File: src/rtl/clk_div_prog.sv
// Programmable integer clock divider. It produces a registered divided clock
// and a clock-enable strobe. The divide ratio can be changed at run time with
// a load/ack/err handshake. A new ratio waits as "pending" until the current
// out_clk period ends, so the output never shows a runt pulse.
module clk_div_prog #(
    parameter int CNT_W   = 8,
    parameter int DEF_DIV = 2
) (
    input  logic             clk,
    input  logic             rstn,
    input  logic             en,
    input  logic             div_load,
    input  logic [CNT_W-1:0] div_val,
    output logic             out_clk,
    output logic             ce,
    output logic             div_ack,
    output logic             div_err,
    output logic             div_busy
);

    localparam logic [CNT_W-1:0] DEF_N = CNT_W'(DEF_DIV);
    localparam logic [CNT_W-1:0] ONE   = CNT_W'(1);
    localparam logic [CNT_W-1:0] MIN_N = CNT_W'(2);

    // High-phase length ceil(n/2). It is written as n/2 + lsb so that it
    // cannot overflow at the largest legal ratio.
    function automatic logic [CNT_W-1:0] half_ceil(input logic [CNT_W-1:0] n);
        return (n >> 1) + {{(CNT_W-1){1'b0}}, n[0]};
    endfunction

    logic [CNT_W-1:0] n_r, h_r, cnt_r, pend_r;
    logic             busy_r;

    logic [CNT_W-1:0] n_nx, h_nx, cnt_nx, pend_nx;
    logic             busy_nx, out_nx, ce_nx, ack_nx, err_nx;
    logic             last;
    logic [CNT_W-1:0] cnt_wrap;
    logic             req_bad, req_ok;

    assign last     = (cnt_r == n_r - ONE);
    assign cnt_wrap = last ? '0 : cnt_r + ONE;
    // A request is refused while another ratio is pending. This also covers
    // the cycle in which that pending ratio is being applied.
    assign req_bad  = div_load && ((div_val < MIN_N) || busy_r);
    assign req_ok   = div_load && !req_bad;

    // Next-state logic: phase counter, ratio switch-over and request handling.
    always_comb begin
        n_nx    = n_r;
        h_nx    = h_r;
        cnt_nx  = cnt_r;
        pend_nx = pend_r;
        busy_nx = busy_r;
        out_nx  = 1'b0;
        ce_nx   = 1'b0;
        ack_nx  = req_ok;
        err_nx  = req_bad;
        if (en) begin
            cnt_nx = cnt_wrap;
            out_nx = (cnt_wrap < h_r);
            ce_nx  = (cnt_wrap == '0);
            if (busy_r && last) begin
                // Period boundary: the new ratio takes over and its first
                // period starts with this wrap to zero.
                n_nx    = pend_r;
                h_nx    = half_ceil(pend_r);
                busy_nx = 1'b0;
                out_nx  = 1'b1;
                ce_nx   = 1'b1;
            end
        end else if (busy_r) begin
            // While idle there is no period in progress, so a pending ratio
            // is applied at once.
            n_nx    = pend_r;
            h_nx    = half_ceil(pend_r);
            cnt_nx  = pend_r - ONE;
            busy_nx = 1'b0;
        end else begin
            // Park the counter at N-1 so that the first enabled cycle wraps
            // to 0 and starts a high phase.
            cnt_nx = n_r - ONE;
        end
        if (req_ok) begin
            pend_nx = div_val;
            busy_nx = 1'b1;
        end
    end

    // State and output registers. Every output is a direct flop output.
    always_ff @(posedge clk) begin
        if (!rstn) begin
            n_r      <= DEF_N;
            h_r      <= half_ceil(DEF_N);
            cnt_r    <= DEF_N - ONE;
            pend_r   <= '0;
            busy_r   <= 1'b0;
            out_clk  <= 1'b0;
            ce       <= 1'b0;
            div_ack  <= 1'b0;
            div_err  <= 1'b0;
        end else begin
            n_r      <= n_nx;
            h_r      <= h_nx;
            cnt_r    <= cnt_nx;
            pend_r   <= pend_nx;
            busy_r   <= busy_nx;
            out_clk  <= out_nx;
            ce       <= ce_nx;
            div_ack  <= ack_nx;
            div_err  <= err_nx;
        end
    end

    assign div_busy = busy_r;

endmodule

File: config.mk
export PLATFORM = sky130hd
export DESIGN_NAME = clk_div_prog
export DESIGN_NICKNAME = d
export VERILOG_FILES = /design/src/rtl/clk_div_prog.sv
export SDC_FILE = /design/constraint.sdc
export NUM_CORES = 1
export LEC_CHECK = 0
export ABC_CLOCK_PERIOD_IN_PS = 5600
export CAP_MARGIN = 20
export CORE_ASPECT_RATIO = 1.5
export CORE_MARGIN = 1.5
export CORE_UTILIZATION = 50
export DETAILED_ROUTE_END_ITERATION = 6
export HOLD_SLACK_MARGIN = 0.08
export PLACE_DENSITY = 0.7
export SLEW_MARGIN = 10
export SYNTH_ARGS = -nofsm -noshare
export SYNTH_HDL_FRONTEND = slang
export SYNTH_SLANG_ARGS = --single-unit
File: constraint.sdc
create_clock -name clk -period 5.6 [get_ports clk]
set_clock_uncertainty 0.1 [all_clocks]
set_input_delay 1.12 -clock clk [delete_from_list [all_inputs] [get_ports clk]]
set_output_delay 1.12 -clock clk [all_outputs]
set_load 0.02 [all_outputs]
# Word-level counts from Yosys, hierarchy flattened
# Index checks and enable logic that the tools add are counted.
dict set report totals {
  ff_bits 37
  latchBits 0
  ramBits 0
  rom_bits 0
  input_bits 12
  wordCells 41
  mem_count 0
}
dict set report op_classes {
  addsub 4
  multipliers 0
  div_mod_pow 0
  magnitude_cmp 2
  n_eq_ne 3
  shifts 0
  muxes 14
  bitwise_logic 0
  n_reduce_logical 9
}
# operator n
set op_table {}
lappend op_table {{8-bit two-way mux} 9}
lappend op_table {{8-bit by 1-bit subtractor with 8-bit output, second input constant} 2}
lappend op_table {{7-bit by 1-bit adder with 8-bit output} 1}
lappend op_table {{8-bit by 1-bit adder with 8-bit output, second input constant} 1}
lappend op_table {{8-bit == test} 1}
lappend op_table {{8-bit logical NOT} 1}
lappend op_table {{8-bit by 2-bit < comparator with 1-bit output, second input constant} 1}
lappend op_table {{8-bit < comparator} 1}
lappend op_table {{1-bit two-way mux} 5}
lappend op_table {{2-bit AND reduction} 2}
lappend op_table {{1-bit logical AND} 3}
lappend op_table {{3-bit by 1-bit != test with 1-bit output, second input constant} 1}
lappend op_table {{2-bit by 1-bit != test with 1-bit output, second input constant} 1}
lappend op_table {{2-bit nonzero test} 1}
lappend op_table {{1-bit logical NOT} 1}
lappend op_table {{1-bit logical OR} 1}

# Longest topological paths before layout
dict set report logic_depth {
  ltp_word 6
  mapped_depth 16
  depth_no_buf 15
}

# Worst setup path after synthesis
# OpenSTA, ideal clock, no wires.
dict set report synth_path {
  path_kind {reg2reg}
  startpoint {reg n_r[0]}
  endpoint {reg out_clk}
  setup_time_ns 0.060
  t_arrival_ns 3.568
  required_ns 5.440
  path_slack_ns 1.872
  stages_incl_launch_ff 15
  n_path_buf 1
  synth_period_minus_slack_ns 3.728
  cell_sequence {dfxtp_1 or4_4 or4_4 xnor2_4 nand3_1 a21oi_2 buf_4 nor2_1 ha_1 a21o_1 a21o_1 a2111oi_0 nand3b_1 o21ai_0 a22o_1}
}
dict set report synth_via {
  elab_chain_len 5
  elab_cells_between_ends 6
  classes_between {add/sub (1); order compare (1); eq/ne (1); mux (2); reduce/logical (1)}
}
# element line_no
set synth_rtl {}
lappend synth_rtl {{start, declared} 31} ;# logic [CNT_W-1:0] n_r, h_r, cnt_r, pend_r;
lappend synth_rtl {{start signal, assigned} 102} ;# n_r <= n_nx;
lappend synth_rtl {{8-bit by 1-bit subtractor with 8-bit output (*)} 40} ;# assign last = (cnt_r == n_r - ONE);
lappend synth_rtl {{8-bit == test (*)} 40}
lappend synth_rtl {{8-bit two-way mux} 41} ;# assign cnt_wrap = last ? '0 : cnt_r + ONE;
lappend synth_rtl {{8-bit < comparator} 60} ;# out_nx = (cnt_wrap < h_r);
lappend synth_rtl {{1-bit two-way mux (*)} 62} ;# if (busy_r && last) begin
lappend synth_rtl {{end signal, assigned} 107} ;# out_clk <= out_nx;
lappend synth_rtl {{end, declared} 14} ;# output logic out_clk,
# Mark *: on every way between the ends. The rest lies on a longest branch, timed or not.
# A chain may end at the register's enable or synchronous reset.

# Worst setup path in the final report
# Same ends and word-level chain as after synthesis.

==> results.py <==
metrics = {
    "run_status": {
        "run_status": "finished clean",
    },
    "placed_design": {
        "pre_cts_ws_ns": 1.42,
        "port-buffer-count": 16,
        "dp_hpwl_um": 3930,
        "gpl.final_weighted_congestion": 0.965,
    },
    "synthesis": {
        "synth.distinct_cells": 46,
        "synthTopCellsByCount": "dfxtp_1, nand2_1, nor2_1",
        "synthesis.instances": 279,
        "synth_top_family_by_area": "simple AND/OR/NAND/NOR gates",
        "yosysTopAreaCell": "dfxtp_1",
        "seq_area_frac_synth_pct": 31.5,
        "netlist.area_leader.share_pct": 31.5,
        "netlist_area_um2": 2350,
        "synth-edff-count": 0,
        "largest_cells_by_area_after_synthesis": "dfxtp_1, mux2i_1, ha_1, xor2_1, nand2_1",
        "synth_adder_area_share_pct": 6.39,
        "syn-num-nets": 303,
        "yosysWarnings": 0,
        "synth_compound_gate_area_share_pct": 13.3,
        "avgSynthCellArea_um2": 8.42,
        "synth-simple-area-share_pct": 23.3,
        "ys_ff_latch": 37,
        "synth-xor-area-share_pct": 12.4,
        "async_set_reset_flop_share_out_of_synthesis_pct": 0,
        "yosys-mux-area-fraction_pct": 7.73,
        "synth_top_flop_cell": "dfxtp_1",
    },
    "global_routing": {
        "gr-max-usage-layer": "met2",
        "gr-usage-met2_pct": 38.9,
        "global_routing_usage_summed_across_all_routing_layers_pct": 23.1,
        "grt_util_met3_pct": 3.71,
        "met1_usage_pct": 28.1,
        "maximum_number_of_pins_on_one_net_before_global_route_repair": 42,
        "grt_antenna_before_repair": 0,
        "grt_first_pass_wirelength_um": 9230,
        "grt.overflow.total": 0,
        "number_of_global_route_vias_before_repair": 1960,
    },
    "timing": {
        "fmaxAchievable_mhz": 237,
        "grt_setup_unrepaired": "no",
        "layout_min_cycle_time_ns": 4.21,
        "whs_ns": 0.366,
        "hold_viol_final": 0,
        "setup_tns_ns": 0,
        "report.final.slew_viol_count": 0,
        "tightest_slew_ns": 0.817,
        "worst_slew_margin_rel_pct": 45.3,
        "layout_worst_path_cycle_share_pct": 75.2,
        "setup_ws_ns": 1.39,
        "finalSetupViolations": 0,
    },
    "floorplanning": {
        "num_rows": 30,
        "start_util_pct": 52.1,
        "dieArea_um2": 5130,
        "io_pins": 17,
        "core_area_um2": 4500,
        "floorplan.die.width_um": 59.0,
        "die_height_um": 86.9,
    },
    "critical_path": {
        "crit_path_max_fanout": 17,
        "cp.buffers_inverters": 1,
        "critical-path-max-stage-delay_ns": 0.57,
        "cp_data_required_time_ns": 5.73,
        "timing.critical_path.slowest_stage_cell": "a21oi_2",
        "cp-end-kind": "flip-flop",
        "path_delay_family": "compound AO/OA/AOI/OAI gates",
        "critical_path_class": "reg2reg",
        "worst_ep_arrival_time_ns": 4.35,
        "startpoint_type_of_the_worst_setup_path": "flip-flop",
        "cp_cell_sequence": "inv_1 > ha_1 > xor2_1 > xor2_1 > nor4_1 > nand3_1 > a21oi_2 > nor2_1 > ha_1 > a21o_1 > a21o_1 > a2111oi_0 > nand3b_1 > o21ai_0 > a22o_1",
    },
    "final_layout": {
        "layout_stage_area_growth_over_the_synthesis_result_pct": 11.4,
        "layout.filler_cells": 432,
        "multiInputGateArea_um2": 1480,
        "final_nets": 312,
        "final_layout_size_suffix_gt1_share_pct": 5.88,
        "total_area_of_sequential_cells_um2": 741,
        "num_antenna_cells": 0,
    },
    "routing": {
        "vias": 1972,
        "via_per_inst": 5.85,
        "first_iter_violations": 54,
        "drt.antenna.violating_nets": 0,
        "avgRoutedWirePerCell_um": 15.4,
        "first_pass_iters": 4,
        "wirelength_um": 5190,
        "drc_errors": 0,
    },
    "cts": {
        "tritoncts_clock_tree": "yes",
        "post_cts_resized": 0,
        "ctsLongestPathBuffers": 2,
        "clock_tree_root_driver_cell": "clkbuf_8",
        "post_cts_hold_buffer_count": 0,
        "clock_sinks": 37,
        "cts_setup_buffers": 0,
        "worst_setup_hold_path_clk_slew_ns": 0.08,
        "clock_latency_ns": 0.29,
        "cts_made_buffers": 5,
        "cts-htree-levels": 2,
    },
    "pwr": {
        "p_total_mw": 0.843,
        "cellPowerDensity_nw_per_um2": 322,
        "ir_worst_vdd_v": 0.000216,
        "p_leak_nw": 1.06,
    },
    "run": {
        "maxCapViolations": 0,
    },
    "hold_path": {
        "hold_class": "reg2reg",
    },
}
[tightest hold or removal path, cell delays in order, from the launching register on]
cell and delay, ns:
dfxtp_1 0.31, nand2_1 0.05, mux2i_1 0.06
[per-layer routing]
metal / share of wire [%] / wire length (um) / vias up
met5: 0 / 0 / -
met2: 51 / 2670 / 45
met3: 3.2 / 166 / 14
met1: 42 / 2170 / 917
li1: - / - / 996
met4: 3.5 / 180 / 0
[power by group]
part | switching [mW] | internal [mW] | leakage [nW]
Sequential | 0.0332 | 0.288 | 0.302
Clock | 0.101 | 0.134 | 0.0554
Combinational | 0.160 | 0.127 | 0.700
[final cells by class]
class | instances | share of cell area, %
Clock buffer | 6 | 2.77
Multi-Input combinational cell | 212 | 56.6
Inverter | 15 | 2.15
Sequential cell | 37 | 28.3
Clock inverter | 2 | 1.48
Tap cell | 48 | 2.30
Timing Repair Buffer | 17 | 6.41
[stage by stage]
stage | std cells | instance area [um2] | utilization (%)
after floorplan | 279 | 2350 | -
after global placement | 329 | 2500 | 55.6
after detailed placement | 329 | 2500 | 55.6
after CTS | 337 | 2620 | 58.1
after global routing | 337 | 2620 | 58.1
final | 337 | 2620 | 58.1
[state kept, by name, indices dropped and copies added (netlist names)]
| signal | count |
|---|---|
| div_err | 1 |
| n_r | 8 |
| div_ack | 1 |
| out_clk | 1 |
| h_r | 8 |
| pend_r | 8 |
| div_busy | 1 |
| cnt_r | 8 |
| ce | 1 |
[cells by family (layout without fill, tap and decap cells)]
kind of cell	after synthesis	in the layout
simple gates	108	108
compound gates	43	43
flops	37	37
xor+xnor	31	31
buf+inv	30	40
mux	18	18
fa+ha+maj	12	12
[path summary, 6_finish.rpt]
| check | startpoint | end | slack [ns] | depth (start not counted) |
|---|---|---|---|---|
| setup / recovery | n_r[0]$_SDFFE_PN0P_ | out_clk$_SDFF_PN0_ | 1.39 | 15 |
| hold / removal | h_r[3]$_SDFFE_PN0P_ | h_r[3]$_SDFFE_PN0P_ | 0.37 | 2 |
| setup reg to reg | n_r[0]$_SDFFE_PN0P_ | out_clk$_SDFF_PN0_ | 1.39 | 15 |
| hold reg to reg | h_r[3]$_SDFFE_PN0P_ | h_r[3]$_SDFFE_PN0P_ | 0.37 | 2 |
[placed cells by master (no fill, tap or decap), drive strengths merged, types with 2 or more instances in the layout]
| cell | count |
|---|---|
| ha | 12 |
| nor3b | 2 |
| a21o | 3 |
| o21ai | 5 |
| and3 | 4 |
| or4 | 2 |
| clkbuf | 6 |
| xor2 | 17 |
| nor4 | 3 |
| inv | 15 |
| o211ai | 2 |
| o211a | 3 |
| nor2 | 19 |
| nand3 | 12 |
| mux2i | 17 |
| nor3 | 7 |
| nand2b | 2 |
| nand2 | 37 |
| clkdlybuf4s50 | 16 |
| o32ai | 8 |
| a21oi | 12 |
| xnor2 | 14 |
| nand4 | 7 |
| nor2b | 8 |
| dfxtp | 37 |
Note: power is estimated with default switching activity, not from simulation.
